===== config.mk =====
export PLATFORM = sky130hd
export DESIGN_NAME = stream_fifo
export DESIGN_NICKNAME = d
export VERILOG_FILES = /design/src/rtl/stream_fifo.sv
export SDC_FILE = /design/constraint.sdc
export NUM_CORES = 1
export LEC_CHECK = 0
export BUFFER_PORTS_ARGS = -buffer_cell sky130_fd_sc_hd__buf_2
export CORE_MARGIN = 10
export CORE_UTILIZATION = 55
export CTS_CLUSTER_SIZE = 8
export DETAILED_ROUTE_END_ITERATION = 8
export PLACE_DENSITY = 0.79
export SYNTH_ARGS = -nofsm -noshare
export SYNTH_HDL_FRONTEND = slang
export SYNTH_SLANG_ARGS = --single-unit
export TNS_END_PERCENT = 10

===== constraint.sdc =====
create_clock -name clk -period 3.25 [get_ports clk]
set_clock_uncertainty 0.05 [all_clocks]
set_input_delay 0.65 -clock clk [delete_from_list [all_inputs] [get_ports clk]]
set_output_delay 0.65 -clock clk [all_outputs]
set_load 0.02 [all_outputs]

===== src/rtl/stream_fifo.sv =====
// stream_fifo
//   First-word-fall-through FIFO backed by an inferred block RAM with a
//   registered read port. The registered RAM output is also the output stage.
//   DEPTH = 2**ADDR_WIDTH counts every stored word, including the one held in
//   the output register.
//
// Parameters
//   DATA_WIDTH   payload width
//   ADDR_WIDTH   log2 of total depth
//   AF_LEVEL     almost_full  when count >= AF_LEVEL
//   AE_LEVEL     almost_empty when count <= AE_LEVEL
//
// Ports
//   clk, rst_n               clock, synchronous active-low reset
//   s_valid/s_ready/s_data   write side handshake and payload
//   m_valid/m_ready/m_data   read side handshake and payload
//   flush                    synchronous clear of contents
//   clear_err                clears the sticky overflow flag (and the watermark)
//   count                    occupancy, 0..DEPTH
//   almost_full/almost_empty level flags decoded from count
//   overflow                 sticky: write attempted while s_ready=0
//   max_count                peak-occupancy watermark
//
// Build option
//   STREAM_FIFO_WATERMARK_EN  defined: max_count tracks peak occupancy.
//                             undefined: max_count is tied to zero.

module stream_fifo #(
  parameter int DATA_WIDTH = 8,
  parameter int ADDR_WIDTH = 4,
  parameter int AF_LEVEL   = 14,
  parameter int AE_LEVEL   = 2
) (
  input  logic                  clk,
  input  logic                  rst_n,
  input  logic                  s_valid,
  output logic                  s_ready,
  input  logic [DATA_WIDTH-1:0] s_data,
  output logic                  m_valid,
  input  logic                  m_ready,
  output logic [DATA_WIDTH-1:0] m_data,
  input  logic                  flush,
  input  logic                  clear_err,
  output logic [ADDR_WIDTH:0]   count,
  output logic                  almost_full,
  output logic                  almost_empty,
  output logic                  overflow,
  output logic [ADDR_WIDTH:0]   max_count
);

  localparam int DEPTH = 1 << ADDR_WIDTH;
  localparam logic [ADDR_WIDTH:0] FULL_CNT = (ADDR_WIDTH+1)'(DEPTH);
  localparam logic [ADDR_WIDTH:0] AF_CNT   = (ADDR_WIDTH+1)'(AF_LEVEL);
  localparam logic [ADDR_WIDTH:0] AE_CNT   = (ADDR_WIDTH+1)'(AE_LEVEL);
  localparam logic [ADDR_WIDTH:0] ONE      = (ADDR_WIDTH+1)'(1);

  logic [DATA_WIDTH-1:0] mem [DEPTH];

  // Pointers carry one extra MSB so equal low bits can be told apart
  // (RAM empty vs. RAM holding DEPTH words).
  logic [ADDR_WIDTH:0]   wr_ptr;
  logic [ADDR_WIDTH:0]   rd_ptr;
  logic [ADDR_WIDTH:0]   count_q;
  logic                  m_valid_q;
  logic [DATA_WIDTH-1:0] m_data_q;
  logic                  overflow_q;

  logic ram_has_data;
  logic wr_en;
  logic rd_hs;
  logic rd_en;

  // s_ready depends only on registers and flush, never on s_valid.
  assign s_ready      = (count_q != FULL_CNT) && !flush;
  assign wr_en        = s_valid && s_ready;
  assign rd_hs        = m_valid_q && m_ready;
  assign ram_has_data = (wr_ptr != rd_ptr);
  // Refill the output register whenever it is empty or being drained.
  assign rd_en        = ram_has_data && (!m_valid_q || m_ready) && !flush;

  // Storage and registered read port; no reset so the RAM maps to a BRAM.
  always_ff @(posedge clk) begin
    if (wr_en) begin
      mem[wr_ptr[ADDR_WIDTH-1:0]] <= s_data;
    end
    if (rd_en) begin
      m_data_q <= mem[rd_ptr[ADDR_WIDTH-1:0]];
    end
  end

  always_ff @(posedge clk) begin
    if (!rst_n || flush) begin
      wr_ptr    <= '0;
      rd_ptr    <= '0;
      count_q   <= '0;
      m_valid_q <= 1'b0;
    end else begin
      if (wr_en) begin
        wr_ptr <= wr_ptr + ONE;
      end
      if (rd_en) begin
        rd_ptr    <= rd_ptr + ONE;
        m_valid_q <= 1'b1;
      end else if (rd_hs) begin
        m_valid_q <= 1'b0;
      end
      case ({wr_en, rd_hs})
        2'b10:   count_q <= count_q + ONE;
        2'b01:   count_q <= count_q - ONE;
        default: count_q <= count_q;
      endcase
    end
  end

  // A new overflow event takes priority over clear_err.
  always_ff @(posedge clk) begin
    if (!rst_n) begin
      overflow_q <= 1'b0;
    end else if (s_valid && !s_ready && !flush) begin
      overflow_q <= 1'b1;
    end else if (clear_err) begin
      overflow_q <= 1'b0;
    end
  end

`ifdef STREAM_FIFO_WATERMARK_EN
  logic [ADDR_WIDTH:0] max_count_q;

  always_ff @(posedge clk) begin
    if (!rst_n) begin
      max_count_q <= '0;
    end else if (clear_err) begin
      max_count_q <= count_q;
    end else if (count_q > max_count_q) begin
      max_count_q <= count_q;
    end
  end

  assign max_count = max_count_q;
`else
  assign max_count = '0;
`endif

  assign m_valid      = m_valid_q;
  assign m_data       = m_data_q;
  assign count        = count_q;
  assign almost_full  = (count_q >= AF_CNT);
  assign almost_empty = (count_q <= AE_CNT);
  assign overflow     = overflow_q;

endmodule


==> results.yml <==
yosys:
  yosys.area.top_type: "edfxtp_1"
  synthTopCellsByArea: "edfxtp_1 (64%), mux4_2 (11%), dfxtp_1 (5.3%)"
  synth.top_cell.area_share_pct: 63.6
  post_synth_instance_area_sq_um: 6420
  ys.flop_type: "edfxtp_1"
  synth_cell_types: 50
  syn_avg_cell_area_sq_um: 16.9
  ys_seq_elements: 153
  yosysSeqAreaShare_pct: 68.9
  synth-edff-count: 136
  ys_warn_count: 0
  synthArstFlopShare_pct: 0
  netlist_instances: 381
placement:
  finalWeightedCongestion: 0.818
  dp_hpwl_um: 8300
  dp_cells: 557
  port_buffers: 31
final_layout:
  final_common_cell: "edfxtp_1"
  drive_above_1_share_pct: 27.8
  final_cell_mix: "edfxtp_1 (136), mux4_2 (32), buf_2 (31)"
  nNetsFinal: 454
  fin_cells: 589
  synthToLayoutAreaGrowth_pct: 15.1
  insertedDiodeCount: 0
grt:
  grt_usage_pct: 16.5
  antenna_found_initial: 0
  overflow: 0
  grt_pass1_vias: 3684
  grt_pass1_wl_um: 20500
  grt_max_degree: 36
worst_hold_path:
  hold_path_class: "primary input to flop"
  worstHoldStart: "rst_n"
  hold_depth: 2
  holdPathEnd: "overflow$_SDFFE_PN0P_"
route:
  avgRoutedWirePerCell_um: 22.2
  ant_nets: 0
  first_pass_iters: 5
  num_vias: 3587
  finalWirelength_um: 13100
  drtIter0Drc: 321
  vias_per_cell: 6.09
  drc: 0
sta:
  rsz0062_at_grt: "no"
  finalCritPeriodShare_pct: 78.3
  max_freq_mhz: 393
  post-route-min-period_ns: 2.54
  setup_viol: 0
  setup_tns_ns: 0
  report.final.slew_viol_count: 0
  slew_headroom_pct: 17.1
  hold_violations: 0
  tightest_slew_ns: 1.24
setup_path:
  r2r_slack_ns: 0.71
  critical_path_buf_inv_count: 1
  cp.arrival_ns: 2.84
  cpMostUsedCell: "a21oi_1"
  end_kind: "flop"
  max_stage_delay_ns: 0.61
  worstPathCellList: "nor2_1, a21oi_1, inv_1, ha_1, a41o_1, or4_1, a21oi_1"
  timing.rr.start: "count[2]$_SDFFE_PP0P_"
  r2r_cells: 7
  worstPathMaxFanout: 15
  r2r-end: "count[4]$_SDFFE_PP0P_"
  startpoint_type: "flop"
  crit_type: "flop to flop"
  crit_required_ns: 3.54
  critPathSlowestCell: "dfxtp_1"
  critPathTopFamily: "simple AND/OR/NAND/NOR gates"
clocking:
  cts_buffer_depth: 2
  clk_latency_ns: 0.43
  hold_buffers: 0
  cts.sinks: 153
  cts_buffers: 17
  post-cts-setup-buffer-count: 0
  htreeDepth: 4
  cts_tree: "done"
  clkTransAtPathRegs_ns: 0.06
  cts-resized-gates: 0
  clockRootBuffer: "clkbuf_16"
power:
  power_frac_comb_pct: 2.7
  cellLeakagePower_nw: 2.46
  clkPwrFrac_pct: 46.1
  pwr-share-seq_pct: 51.2
  switchingPower_mw: 0.833
  ir_drop_mv: 0.359
  p_per_area_nw_per_um2: 570
  power_mw: 4.21
  intPower_mw: 3.38
  p_sw_share_pct: 19.8
die:
  die_width_um: 128
  coreArea_sq_um: 11400
  fp.dieH_um: 128
  initial_core_util_pct: 56.2
  placementRows: 39
  pin_count: 37
  fp.dieArea_sq_um: 16400
run_status:
  status: "finished, final reports clean"
job:
  max-cap-violations: 0
[state kept, by name, indices dropped and copies added (netlist names)]
| name | flops |
|---|---|
| rd_ptr | 5 |
| count | 5 |
| m_valid | 1 |
| wr_ptr | 5 |
| mem | 128 |
| m_data | 8 |
| overflow | 1 |
[power by group through the flow]
stage / combinational, mW / sequential (mW) / clock, mW
floorplan: 0.0644 / 2.20 / 0
global placement: 0.108 / 2.20 / 0
detailed placement: 0.114 / 2.20 / 0
CTS: 0.115 / 2.16 / 1.96
global route: 0.125 / 2.16 / 2.05
finish: 0.114 / 2.16 / 1.94
[per-stage QoR]
step / utilization, % / hold WS (ns) / setup WS [ns] / area, sq um
6_report: 64.7 / 0.431 / 0.706 / 7390
5_1_grt: 64.7 / 0.448 / 0.538 / 7390
4_1_cts: 64.7 / 0.414 / 0.734 / 7390
3_5_place_dp: 59.6 / 0.426 / 0.478 / 6810
3_3_place_gp: 59.6 / 0.417 / 0.570 / 6810
2_1_floorplan: - / 0.404 / 0.558 / 6430
[synth_stat cells, drive strengths merged (3+ instances only)]
| cell | n |
|---|---|
| edfxtp | 136 |
| mux4 | 32 |
| nor2 | 23 |
| dfxtp | 17 |
| a21oi | 16 |
| mux2i | 16 |
| buf | 14 |
| nor2b | 14 |
| a211oi | 13 |
| clkbuf | 12 |
| nand2 | 12 |
| nand2b | 12 |
| ha | 7 |
| inv | 7 |
| xor2 | 7 |
| nor3 | 6 |
| nand3 | 5 |
| o21ai | 3 |
[worst register-to-register path: stages (launching register included)]
cell and delay, ns:
dfxtp_1 0.61, nor2_1 0.18, a21oi_1 0.21, inv_1 0.07, ha_1 0.42, a41o_1 0.27
or4_1 0.51, a21oi_1 0.16
[layout make-up]
type,count,area [sq um]
Multi-Input combinational cell,199,1840
Inverter,7,26.3
Fill cell,792,4030
Timing Repair Buffer,55,335
Tap cell,143,179
Clock inverter,15,159
Sequential cell,153,4430
Clock buffer,17,425
[logic make-up after synthesis]
logic type                 count (synthesis)  share of synthesized area (%)
AOI/OAI and AO/OA                         48                           5.18
xor gates and xnor gates                   9                           1.23
adders and majority gates                  7                           1.36
buffers and inverters                     33                           2.63
DFF                                      153                           68.9
muxes                                     48                           13.7
other                                      1                         0.0584
and+or+nand+nor                           82                           6.90
[how the worst max path moves through the flow]
stage,startpoint,end,cells past startpoint,slack (ns)
2_1_floorplan,flush,count[4]$_SDFFE_PP0P_,8,0.56
3_3_place_gp,flush,count[4]$_SDFFE_PP0P_,9,0.57
3_5_place_dp,flush,count[4]$_SDFFE_PP0P_,9,0.48
4_1_cts,rd_ptr[0]$_SDFFE_PP0P_,m_data[4]$_DFFE_PP_,3,0.73
5_1_grt,count[2]$_SDFFE_PP0P_,count[4]$_SDFFE_PP0P_,7,0.54
6_report,count[2]$_SDFFE_PP0P_,count[4]$_SDFFE_PP0P_,7,0.71
[metal layers]
| layer | global-route usage [%] | share of wire (%) | vias up |
|---|---|---|---|
| li1 | - | - | 1595 |
| met3 | 4.96 | 6.8 | 24 |
| met4 | 6.16 | 2.0 | 0 |
| met1 | 20.6 | 41 | 1824 |
| met2 | 26.6 | 50 | 144 |
| met5 | 0 | 0 | - |
(Power assumes the default switching activity.)
